### config.mk
export PLATFORM = sky130hd
export DESIGN_NAME = cla_pipe_adder
export DESIGN_NICKNAME = d
export VERILOG_FILES = /design/src/rtl/cla_pkg.sv /design/src/rtl/cla_lookahead4.sv /design/src/rtl/cla_pipe_adder.sv
export SDC_FILE = /design/constraint.sdc
export NUM_CORES = 1
export LEC_CHECK = 0
export ABC_AREA = 1
export CAP_MARGIN = 20
export CORE_ASPECT_RATIO = 1.1
export CORE_MARGIN = 5
export CORE_UTILIZATION = 50
export DETAILED_ROUTE_END_ITERATION = 10
export PLACE_DENSITY = 0.76
export REMOVE_ABC_BUFFERS = 1
export SETUP_SLACK_MARGIN = 0.5
export SLEW_MARGIN = 20
export SYNTH_ARGS = -nofsm -noshare
export SYNTH_HDL_FRONTEND = slang
export SYNTH_SLANG_ARGS = --single-unit
### constraint.sdc
create_clock -name clk -period 1.9 [get_ports clk]
set_input_delay 0.19 -clock clk [delete_from_list [all_inputs] [get_ports clk]]
set_output_delay 0.19 -clock clk [all_outputs]
set_load 0.02 [all_outputs]
### src/rtl/cla_pkg.sv
// -----------------------------------------------------------------------------
// cla_pkg
// Shared definitions for the pipelined carry-lookahead adder.
//   GROUP_W / SECT_W  : nibble group width and lookahead section width
//   pg_t              : propagate/generate pair for one nibble group
//   grp_pg()          : nibble P/G from the four bit-level p/g pairs
//   bit_carries()     : carries into the four bits of a nibble, given the
//                       nibble's incoming carry (two-level expansion, no ripple)
// -----------------------------------------------------------------------------
package cla_pkg;

    localparam int GROUP_W = 4;
    localparam int SECT_W  = 16;
    localparam int NIB_PER_SECT = SECT_W / GROUP_W;

    typedef struct packed {
        logic p;
        logic g;
    } pg_t;

    function automatic pg_t grp_pg(input logic [3:0] p4, input logic [3:0] g4);
        pg_t r;
        r.p = &p4;
        r.g = g4[3]
            | (p4[3] & g4[2])
            | (p4[3] & p4[2] & g4[1])
            | (p4[3] & p4[2] & p4[1] & g4[0]);
        return r;
    endfunction

    // Only the low three bit p/g matter: bit 3's pair affects the carry out
    // of the nibble, which the lookahead unit resolves instead.
    function automatic logic [3:0] bit_carries(input logic [2:0] p3,
                                               input logic [2:0] g3,
                                               input logic       c);
        logic [3:0] r;
        r[0] = c;
        r[1] = g3[0] | (p3[0] & c);
        r[2] = g3[1] | (p3[1] & g3[0]) | (p3[1] & p3[0] & c);
        r[3] = g3[2] | (p3[2] & g3[1]) | (p3[2] & p3[1] & g3[0])
             | (p3[2] & p3[1] & p3[0] & c);
        return r;
    endfunction

endpackage

### src/rtl/cla_lookahead4.sv
// -----------------------------------------------------------------------------
// cla_lookahead4
// Lookahead carry unit for one 16-bit section: turns four nibble-group P/G
// pairs and the section carry-in into the carries entering nibbles 1..3, the
// section carry-out, and the section-level group P/G.
// Ports:
//   p[3:0], g[3:0]  in   nibble group propagate / generate
//   cin             in   carry into nibble 0
//   c[3:1]          out  carries into nibbles 1..3
//   cout            out  carry out of nibble 3
//   grp_p, grp_g    out  section propagate / generate
// -----------------------------------------------------------------------------
module cla_lookahead4
    import cla_pkg::*;
(
    input  logic [3:0] p,
    input  logic [3:0] g,
    input  logic       cin,
    output logic [3:1] c,
    output logic       cout,
    output logic       grp_p,
    output logic       grp_g
);

    pg_t w_sect;

    // Nibble-level and section-level P/G share the same 4-term form.
    assign w_sect = grp_pg(p, g);
    assign grp_p  = w_sect.p;
    assign grp_g  = w_sect.g;

    assign c[1] = g[0] | (p[0] & cin);
    assign c[2] = g[1] | (p[1] & g[0]) | (p[1] & p[0] & cin);
    assign c[3] = g[2] | (p[2] & g[1]) | (p[2] & p[1] & g[0])
                | (p[2] & p[1] & p[0] & cin);
    assign cout = grp_g | (grp_p & cin);

endmodule

### src/rtl/cla_pipe_adder.sv
// -----------------------------------------------------------------------------
// cla_pipe_adder
// Two-stage pipelined WIDTH-bit carry-lookahead adder with valid/ready on both
// sides. Final carry-propagate adder of the Booth-Wallace multiplier.
//   S1 registers bit p/g and carry-in; S2 resolves nibble carries with one
//   lookahead unit per 16-bit section (sections ripple combinationally) and
//   registers sum / cout / ovf.
// Parameters:
//   WIDTH      operand width, multiple of 16 in 16..64
// Ports:
//   clk, rst_n           clock, synchronous active-low reset
//   in_valid / in_ready  operand handshake
//   a, b, cin            operands and carry-in
//   sub                  subtract request (used only with CLA_PIPE_SUB_EN)
//   out_valid/out_ready  result handshake
//   sum, cout, ovf       a+b+cin mod 2^WIDTH, carry out, signed overflow
// Build option:
//   CLA_PIPE_SUB_EN  when defined, sub=1 makes the beat compute a-b
//                    (cout=1 means no borrow); otherwise sub is ignored.
// -----------------------------------------------------------------------------
module cla_pipe_adder
    import cla_pkg::*;
#(
    parameter int WIDTH = 16
) (
    input  logic             clk,
    input  logic             rst_n,
    input  logic             in_valid,
    output logic             in_ready,
    input  logic [WIDTH-1:0] a,
    input  logic [WIDTH-1:0] b,
    input  logic             cin,
    input  logic             sub,
    output logic             out_valid,
    input  logic             out_ready,
    output logic [WIDTH-1:0] sum,
    output logic             cout,
    output logic             ovf
);

    localparam int NSECT = WIDTH / SECT_W;

    logic             r_run;
    logic             r_s1_valid;
    logic [WIDTH-1:0] r_s1_p;
    logic [WIDTH-1:0] r_s1_g;
    logic             r_s1_cin;

    logic [WIDTH-1:0] w_b_eff;
    logic             w_cin_eff;
    logic             w_s2_adv;
    logic [WIDTH-1:0] w_carry;
    logic             w_cout_top;

    // ---------------- operand conditioning ----------------
`ifdef CLA_PIPE_SUB_EN
    // Two's-complement subtract: invert b and force the +1 through cin.
    assign w_b_eff   = b ^ {WIDTH{sub}};
    assign w_cin_eff = cin | sub;
`else
    logic w_unused_sub;
    assign w_b_eff      = b;
    assign w_cin_eff    = cin;
    assign w_unused_sub = sub;
`endif

    // ---------------- handshake ----------------
    // r_run keeps the input closed while reset is held and opens it on the
    // first edge after release.
    assign w_s2_adv = !out_valid | out_ready;
    assign in_ready = r_run & (!r_s1_valid | w_s2_adv);

    // ---------------- stage S1 ----------------
    always_ff @(posedge clk) begin
        if (!rst_n) begin
            r_run      <= 1'b0;
            r_s1_valid <= 1'b0;
            r_s1_p     <= '0;
            r_s1_g     <= '0;
            r_s1_cin   <= 1'b0;
        end else begin
            r_run <= 1'b1;
            if (in_ready) begin
                r_s1_valid <= in_valid;
                if (in_valid) begin
                    r_s1_p   <= a ^ w_b_eff;
                    r_s1_g   <= a & w_b_eff;
                    r_s1_cin <= w_cin_eff;
                end
            end
        end
    end

    // ---------------- stage S2 carry network ----------------
    genvar gi, gj;
    generate
        for (gi = 0; gi < NSECT; gi++) begin : g_sect
            logic       w_cin;
            logic       w_cout;
            logic [3:0] w_np;
            logic [3:0] w_ng;
            logic [3:1] w_nc_hi;
            logic [3:0] w_nc;
            // Section P/G would feed a second-level lookahead; sections
            // ripple here instead, so they are left unconsumed.
            logic       w_unused_grp_p;
            logic       w_unused_grp_g;

            // Each section has its own carry signals so the inter-section
            // chain is a plain wire-to-wire path, not a self-referencing vector.
            if (gi == 0) begin : g_first
                assign w_cin = r_s1_cin;
            end else begin : g_chain
                assign w_cin = g_sect[gi-1].w_cout;
            end

            for (gj = 0; gj < NIB_PER_SECT; gj++) begin : g_nib
                localparam int LSB = gi * SECT_W + gj * GROUP_W;
                pg_t w_pg;
                assign w_pg     = grp_pg(r_s1_p[LSB +: GROUP_W], r_s1_g[LSB +: GROUP_W]);
                assign w_np[gj] = w_pg.p;
                assign w_ng[gj] = w_pg.g;
                assign w_carry[LSB +: GROUP_W] =
                    bit_carries(r_s1_p[LSB +: 3], r_s1_g[LSB +: 3], w_nc[gj]);
            end

            cla_lookahead4 u_la (
                .p     (w_np),
                .g     (w_ng),
                .cin   (w_cin),
                .c     (w_nc_hi),
                .cout  (w_cout),
                .grp_p (w_unused_grp_p),
                .grp_g (w_unused_grp_g)
            );

            assign w_nc = {w_nc_hi, w_cin};
        end
    endgenerate

    assign w_cout_top = g_sect[NSECT-1].w_cout;

    // ---------------- stage S2 register ----------------
    always_ff @(posedge clk) begin
        if (!rst_n) begin
            out_valid <= 1'b0;
            sum       <= '0;
            cout      <= 1'b0;
            ovf       <= 1'b0;
        end else if (w_s2_adv) begin
            out_valid <= r_s1_valid;
            if (r_s1_valid) begin
                sum  <= r_s1_p ^ w_carry;
                cout <= w_cout_top;
                // Overflow: carry into the sign bit differs from carry out of it.
                ovf  <= w_cout_top ^ w_carry[WIDTH-1];
            end
        end
    end

endmodule

# Word level (Yosys, flattened, before mapping)
# Index checks and enable logic that the tools add are counted.
# totals
input_bits	38
ff_bits	54
mem_bits_ro	0
out_inout_bits	20
latchBits	0
memories	0
ramBits	0
word_cells	143
# op_classes
n_eq_ne	0
multipliers	0
n_bitwise	124
order_cmp	0
addsub	0
div	0
muxes	1
n_shift	0
n_reduce_logical	9
# ops
cell	count
$and 1x1->1	72
$or 1x1->1	48
$xor 16x16->16	2
$and 16x16->16	1
$reduce_and 16->1	1
$reduce_and 4->1	4
$reduce_and 2->1	2
$logic_not 1->1	2
$mux 1	1
$xor 1x1->1	1

# Logic depth before layout (Yosys ltp)
# Gate-level depths: netlist (run 1).
# logic_depth
word_depth	11
depth_mapped	12
ltp_nobuf	12

# Modules after synthesis
# From an unflattened synthesis (run 1), not the netlist that was laid out.
# unflattened
hier_cells	374
area_unflattened_um2	3062.9
# modules_own_cells
mod	area_each_um2	instances	cells_per_inst	seq_area_each_um2
cla_pipe_adder	2971.6	1	355	1081.0
cla_lookahead4	91.3	1	19	0.0

# Least setup slack after synthesis (run 1)
# Ideal clock, no wire load.
# synth_timing
path_kind	register to register
startpoint	register r_s1_p[3]
endpoint	register sum[13]
period_less_slack_ns	1.405
arrival_time_ns	1.284
path_stages_with_launch	11
setup_ns	0.122
t_required_ns	1.778
n_path_buf	0
slack_ns	0.495
path_cell_list	dfxtp_1 nand2_1 nand2_1 nor2_2 nand3_2 nand2_1 nand2_2 ha_1 nor2_1 xor2_1 a21oi_1
# synth_via
elab_chain_cells	10
elab_cells_between_ends	17
classes_between	16 x bitwise; 1 x reduce/logical
# synth_lines
element	line_no	text
start: declaration	cla_pipe_adder.sv:45	logic [WIDTH-1:0] r_s1_p;
start signal: assignment	cla_pipe_adder.sv:86	r_s1_p <= a ^ w_b_eff;
$and 1x1->1 (on tied branches)	cla_pkg.sv:25, cla_pkg.sv:26, cla_pkg.sv:27	
$or 1x1->1, or another cell as far along	cla_pkg.sv:25	| (p4[3] & g4[2])
$or 1x1->1 or $and 1x1->1 (tied branches)	cla_pkg.sv:26, cla_pkg.sv:27	
$or 1x1->1	cla_pkg.sv:27	| (p4[3] & p4[2] & p4[1] & g4[0]);
$and 1x1->1	cla_lookahead4.sv:34	assign c[3] = g[2] | (p[2] & g[1]) | (p[2] & p[1] & g[0])
$or 1x1->1	cla_lookahead4.sv:34	
$or 1x1->1 (*)	cla_lookahead4.sv:35	| (p[2] & p[1] & p[0] & cin);
$and 1x1->1 (*)	cla_pkg.sv:38	r[1] = g3[0] | (p3[0] & c);
$or 1x1->1 (*)	cla_pkg.sv:38	
$xor 16x16->16 (*)	cla_pipe_adder.sv:153	sum <= r_s1_p ^ w_carry;
end signal: assignment	cla_pipe_adder.sv:153	
end: declaration	cla_pipe_adder.sv:36	output logic [WIDTH-1:0] sum,
# Every way passes the cells marked *; elsewhere a longest branch is shown, timed or not.
# A chain may end at the register's enable or synchronous reset.

# Worst setup path in the final report (run 1)
# layout_timing
startpoint	register r_s1_p[3]
endpoint	register sum[9]
# layout_via
elab_chain_cells	10
elab_cells_between_ends	17
classes_between	16 x bitwise; 1 x reduce/logical
# layout_lines
element	line_no	text
$and 1x1->1 (on tied branches)	cla_pkg.sv:25, cla_pkg.sv:26, cla_pkg.sv:27	
$or 1x1->1, or another cell as far along	cla_pkg.sv:25	
$or 1x1->1 or $and 1x1->1 (tied branches)	cla_pkg.sv:26, cla_pkg.sv:27	
$or 1x1->1	cla_pkg.sv:27	
$and 1x1->1	cla_lookahead4.sv:33	assign c[2] = g[1] | (p[1] & g[0]) | (p[1] & p[0] & cin);
$or 1x1->1	cla_lookahead4.sv:33	
$or 1x1->1 (*)	cla_lookahead4.sv:33	
$and 1x1->1 (*)	cla_pkg.sv:38	
$or 1x1->1 (*)	cla_pkg.sv:38	
$xor 16x16->16 (*)	cla_pipe_adder.sv:153	
# Marked as above.

==> flow_summary.yaml, run 1 <==
floorplan:
  dieHeight_um: 86.3
  die_x_um: 79.3
  die-area_mm2: 0.00684
  start_util_pct: 52.2
  rows: 27
  coreArea_mm2: 0.00507
  io_pins: 58
clock_network:
  cts_buffer_depth: 2
  cts.sinks: 54
  clk_transition_reported_paths_ps: 100
  cts_buffers: 5
  clkLatencyLatePin_ps: 310
  cts.hold.buffers_added: 0
  cts_root_buf: "clkbuf_8"
  cts_max_level: 2
  cts_tree: "built"
setup_path:
  cp-end-kind: "flip-flop"
  r2r_start: "r_s1_p[3]"
  critPathLaunch: "r_s1_p[3]"
  cp-start-kind: "flip-flop"
  required_ps: 2100
  max_stage_delay_ps: 370
  cp_common_cell: "nand2_2"
  path_class: "flip-flop to flip-flop"
  crit_path_cell_trace: "nand2_2, nand2_2, nor2_2, nand3_2, nand2_1, nand2_2, ha_2, nor2_2, xor2_1, a21oi_1"
  crit_slowest_cell: "dfxtp_4"
  r2r_cells: 10
  crit_fanout: 4
  arrival_ps: 1740
logic_synthesis:
  syn-instance-count: 361
  syn_avg_cell_area_um2: 7.32
  ys_warn_count: 0
  synth-seq-area-share_pct: 40.9
  synth.cell_area_mm2: 0.00264
  ys_ff_latch: 54
  synth.distinct_cells: 24
finish:
  diodes: 0
  seq_area_mm2: 0.00110
  nets: 491
  final_cell_mix: "nand2_1, dfxtp_1, a21oi_1, inv_1, clkdlybuf4s50_1"
  multi_input_area_mm2: 0.00151
  fill_cells: 394
  area_growth_pct: 42.9
  stdcell_count: 492
  drive_above_1_share_pct: 21.7
  final_common_cell: "nand2_1"
  fin_util_pct: 74.6
  finalInstanceArea_mm2: 0.00378
routing:
  ant_nets: 0
  dr.pass1.iters: 4
  drt_first_iter_violations: 219
  routed_wl_mm: 7.49
  vias: 2665
  vias_per_cell: 5.42
  wl_per_cell_um: 15.2
  drc: 0
worst_hold_path:
  min_from: "r_s1_g[11]"
  hold_path_depth: 2
  hp-class: "flip-flop to flip-flop"
placement:
  placed_area_mm2: 0.00328
  io_buffers: 56
  dp_hpwl_mm: 4.43
  place_congestion: 0.774
  placed_cells: 467
global_route:
  grt.busiest_layer: "met2"
  gr-total-overflow: 0
  antenna_found_initial: 0
  grt_use_total_pct: 20.6
  grt_use_met3_pct: 3.85
  grt_pass1_vias: 2510
  grt_pass1_wl_mm: 11.2
  use_met2_pct: 38.6
  grt_max_degree: 27
  met1_usage_pct: 24.1
status:
  outcome: "complete, no violations"
timing:
  setup_viol: 0
  hold-worst-slack_ps: 474
  final_hold_viol_count: 0
  worst_slew_pin_slew_ps: 353
  finalCritPeriodShare_pct: 81.1
  tns_ps: 0
  grt_setup_unrepaired: "yes"
  clock.fmax_ghz: 0.649
  finClkSkew_ps: 5.12
  slew_viol_final: 0
  maxSlewHeadroom_pct: 76.3
  fin_crit_ps: 1540
power_and_ir_drop:
  powerDensity_mw_per_mm2: 648
  cellLeakagePower_nw: 1.74
  vdd_ir_drop_max_mv: 0.491
flow_run:
  max_cap_violations: 0
[sequential cells by signal (all words and copies together), names as in the netlist]
signal,cells
r_s1_p,16
sum,16
g_sect.w_cin,1
cout,1
out_valid,1
r_s1_g,16
r_run,1
r_s1_valid,1
ovf,1
[kinds of logic after synthesis]
kind of cell    synth area share [%]
flops                           40.9
buf+inv                         8.52
simple gates                    23.0
compound gates                  16.1
fa+ha+maj                       9.47
xor+xnor                        1.99
[critical path: cells and delay by family, from the launching register on]
kind | cells | cell delay [ps]
compound gates | 1 | 70
xor+xnor | 1 | 150
fa+ha+maj | 1 | 180
flops | 1 | 370
simple gates | 7 | 670
[per-layer routing]
metal  vias up  share of wire [%]
met2        92                 54
met3         9                5.9
met4         0                1.4
met1      1243                 39
met5         -                  0
li1       1321                  -
[final timing paths]
path	end	slack (ps)
setup reg to reg	sum[9]	360
hold reg to reg	r_s1_g[11]	470
hold / removal	r_s1_g[11]	470
setup / recovery	sum[9]	360
[cells in the mapped netlist]
cell	count	area, um^2
buf_4	1	7.51
xor2_1	6	52.6
nor2_2	2	12.5
o21ai_0	32	160
a221oi_1	2	17.5
a211oi_1	1	7.51
nor3_4	1	16.3
inv_1	39	146
o221ai_1	1	8.76
dfxtp_1	54	1080
inv_2	2	7.51
a31oi_1	1	6.26
ha_1	20	250
o22ai_1	1	6.26
a21oi_1	44	220
clkbuf_1	8	30.0
nand2_1	64	240
nand4_1	1	6.26
buf_1	1	3.75
nand3_2	1	10.0
nor2_1	40	150
buf_2	6	30.0
nand2_2	6	37.5
nand3_1	27	135
[report_power, final]
part,internal [mW],total (mW),switching [mW],leakage [nW]
Clock,0.294,0.672,0.379,0.0472
Sequential,1.20,1.26,0.0579,0.449
Combinational,0.250,0.516,0.266,1.24
[cell type report]
cell class,instances,share of cell area (%)
Inverter,41,4.40
Tap cell,58,1.92
Sequential cell,54,29.2
Timing Repair Buffer,81,22.1
Clock inverter,2,0.331
Multi-Input combinational cell,250,39.9
Clock buffer,6,2.19
[stage by stage]
stage / setup slack (ps) / total power [mW]
5_1_grt: 256 / 2.55
6_report: 358 / 2.45
3_5_place_dp: 87.2 / 1.72
2_1_floorplan: -209 / 1.49
3_3_place_gp: 85.6 / 1.70
4_1_cts: 409 / 2.40
[what timing repair did]
item / CTS / global route
pin swaps: 12 / 26
gates resized for setup: 49 / 47
setup endpoints to repair: 61 / 43
gates cloned: 2 / 2
setup buffers: 8 / 5
Power figures use the tool's default switching activity.
==> run 2, diff against run 1 <==
==> constraint.sdc (replaced) <==
create_clock -name clk -period 1.42 [get_ports clk]
set_input_delay 0.142 -clock clk [delete_from_list [all_inputs] [get_ports clk]]
set_output_delay 0.142 -clock clk [all_outputs]
set_load 0.02 [all_outputs]
==> flow_summary.yaml, run 2 (synthesis gave the netlist of run 1 again) <==
timing:
  finClkSkew_ps: 25.2
  fin_ws_ps: -446
  maxSlewHeadroom_pct: 74.5
  final_hold_viol_count: 0
  fin_crit_ps: 1870
  grt_setup_unrepaired: "yes"
  tns_ps: -7280
  finalCritPeriodShare_pct: 131
  clock.fmax_ghz: 0.536
  worst_slew_pin_slew_ps: 380
  hold-worst-slack_ps: 519
  slew_viol_final: 0
  setup_viol: 51
worst_hold_path:
  hp-class: "flip-flop to flip-flop"
floorplan:
  io_pins: 58
  die_x_um: 79.3
  rows: 27
  coreArea_mm2: 0.00507
  dieHeight_um: 86.3
  start_util_pct: 52.2
  die-area_mm2: 0.00684
power_and_ir_drop:
  vdd_ir_drop_max_mv: 1.03
  powerDensity_mw_per_mm2: 878
  p_clk_share_pct: 30.9
  p_comb_share_pct: 29.2
  cellLeakagePower_nw: 2.18
  seqPwrFrac_pct: 39.8
  internal-power_mw: 2.96
  switchingPower_mw: 1.39
  switching_share_pct: 32.0
routing:
  dr.pass1.iters: 7
  drt_first_iter_violations: 613
  vias: 3768
  wl_per_cell_um: 30.7
  ant_nets: 0
  drc: 0
  vias_per_cell: 7.03
  routed_wl_mm: 16.5
flow_run:
  max_cap_violations: 0
global_route:
  grt_use_met3_pct: 5.82
  grt_max_degree: 23
  met1_usage_pct: 33.8
  grt_pass1_vias: 3163
  grt_pass1_wl_mm: 15.6
  gr-total-overflow: 0
  use_met2_pct: 51.3
  antenna_found_initial: 0
  grt.busiest_layer: "met2"
  grt_use_total_pct: 29.6
clock_network:
  cts_buffer_depth: 2
  cts_tree: "built"
  clk_transition_reported_paths_ps: 120
  cts_root_buf: "clkbuf_8"
  cts.sinks: 54
  clkLatencyLatePin_ps: 340
  cts_buffers: 5
  cts_max_level: 2
status:
  outcome: "complete, but fails checks"
  violations: "setup timing"
placement:
  io_buffers: 56
  dp_hpwl_mm: 4.75
  post-place-ws_ps: -179
  place_congestion: 0.779
  placed_cells: 494
finish:
  stdcell_count: 536
  nets: 535
  top_regs: "r_s1_g: 16 flops, r_s1_p: 16 flops, sum: 16 flops"
  final_cell_mix: "buf_6, clkdlybuf4s50_1, a21oi_2, buf_4, inv_1"
  area_growth_pct: 87.4
  final_common_cell: "buf_6"
  drive_above_1_share_pct: 56.9
  diodes: 0
  fill_cells: 67
setup_path:
  cp-start-kind: "flip-flop"
  arrival_ps: 2100
  r2r_slack_ps: -450
  cp-end-kind: "flip-flop"
  crit_fanout: 2
  required_ps: 1650
  path_class: "flip-flop to flip-flop"
[run 2: per-layer routing]
layer	vias to the layer above	wire length [um]	part of all wire, %
li1	1412	-	-
met4	0	2140	13
met3	232	2130	13
met5	-	0	0
met1	1672	4910	30
met2	452	7280	44
[run 2: per-stage QoR]
stage	power, mW	utilization [%]	instance area, um^2
6_report	4.35	97.8	4950
5_1_grt	4.42	97.8	4950
4_1_cts	3.85	84.6	4290
3_5_place_dp	2.36	69.2	3510
3_3_place_gp	2.35	69.2	3510
2_1_floorplan	2.00	-	2570
[run 2: path summary, 6_finish.rpt]
kind,depth (start not counted),to,from
max,12,sum[10],r_s1_p[5]
min,2,r_s1_g[7],r_s1_g[7]
max reg2reg,12,sum[10],r_s1_p[5]
min reg2reg,2,r_s1_g[7],r_s1_g[7]
[run 2: final cells by class]
type / count / area (um^2) / share of cell area (%)
Clock buffer: 6 / 82.6 / 1.67
Clock inverter: 2 / 60.1 / 1.21
Inverter: 41 / 161 / 3.26
Multi-Input combinational cell: 250 / 2040 / 41.2
Sequential cell: 54 / 1130 / 22.8
Tap cell: 58 / 72.6 / 1.46
Timing Repair Buffer: 125 / 1410 / 28.5
[run 2: power groups by stage]
stage                     clock network, mW  logic, mW  registers (mW)
after CTS                              1.28      0.882            1.68
final                                  1.35       1.27            1.73
after global routing                   1.37       1.32            1.73
after detailed placement                  0      0.667            1.70
after floorplan                           0      0.257            1.74
after global placement                    0      0.652            1.70
[run 2: critical path, cell delays in order (launching register included)]
cell	delay, ps
dfxtp_2	450
nand2_2	100
nand2_2	100
nand2_1	110
nand2_2	150
inv_1	170
nand2_4	140
buf_6	120
nand2_4	60
nand3_2	80
nand2_2	70
nor2_2	130
nor2_1	80
[run 2: what timing repair did]
action,4_1_cts,5_1_grt
gates cloned,6,3
buffers inserted,10,15
endpoints found under the setup margin,72,72
gates resized for setup,261,130
pin swaps,45,52
hold buffers,0,0
==> edit (config.mk and constraints of run 2) <==
Build with the macro `CLA_PIPE_SUB_EN` defined.
--- a/src/rtl/cla_pipe_adder.sv
+++ b/src/rtl/cla_pipe_adder.sv
@@ -20,2 +20,4 @@
 // -----------------------------------------------------------------------------
+`define CLA_PIPE_SUB_EN
+
 module cla_pipe_adder
Check against the original RTL: not equivalent (a bounded check fails within 4 cycles, from zero or initial values and one cycle with rst_n low).
==> edit against run 2 <==
The run now fails in global routing. Synthesized area grew 4.6%.
==> edit: results (changes against run 2) <==
- The flow did not finish.
- Last stage reached: global routing
- Err: [ERROR DPL-0033] detailed placement checks failed during check placement.
- After the last repair the worst path ends at a register input.
- The number of clock buffers inserted by TritonCTS is 5 (unchanged).
- The share of synthesized area occupied by flip-flops and latches is 39.1% (-1.8 points).
* Final estimated routing congestion in global placement: 0.871 (+12%)
- Root cell of the clock tree: sky130_fd_sc_hd__clkbuf_8
* Async set-or-reset flop fraction in the synthesized netlist: 0% (unchanged)
- The number of library cell types mapped by synthesis is 24 (unchanged).
* Worst setup slack after placement: -0.272 ns (-0.0936 ns)
* Ranking of synthesized cells by area: sky130_fd_sc_hd__dfxtp_1 (39%), sky130_fd_sc_hd__ha_1 (9.0%), sky130_fd_sc_hd__nand2_1 (8.8%)
- Largest net degree at the start of global routing: 18
- Number of sinks handled by clock tree synthesis: 54 (unchanged)
- The cell count after placement came to 524 (+6.1%).
- Warnings, synthesis: 0 (unchanged)
- Maximum count of clock buffers along a single path: 2 (unchanged)
* Port Buffer Count: 57 (+1.8%)
* Antenna violations before repair: 0
* Most frequent cells after synthesis: sky130_fd_sc_hd__nand2_1 (65), sky130_fd_sc_hd__dfxtp_1 (54), sky130_fd_sc_hd__a21oi_1 (46)
- Post-detailed-placement half-perimeter wirelength: 5090 um (+7.2%)
* Syn Inst Count: 373 (+3.3%)
* Endpoint with the least setup slack after the last global-route repair: ovf$_SDFFE_PN0P_/D
- # H-tree levels: 2 (unchanged)
-- edit: cells by family after synthesis --
kind of cell	share of synthesized area (%)
adders and majority gates	9.05
and+or+nand+nor	20.8
AOI/OAI and AO/OA	16.1
buffers and inverters	8.01
xor gates and xnor gates	6.97
DFF	39.1
-- edit: stage by stage --
stage / hold slack, ns / area [um^2]
detailed placement: 0.444 / 3670
global placement: 0.450 / 3670
CTS: 0.475 / 4710
floorplan: 0.170 / 2680
-- edit: what timing repair did --
item | in CTS
resized for setup | 304
buffers inserted | 18
gates cloned | 10
pin swaps | 54
endpoints found under the setup margin | 72
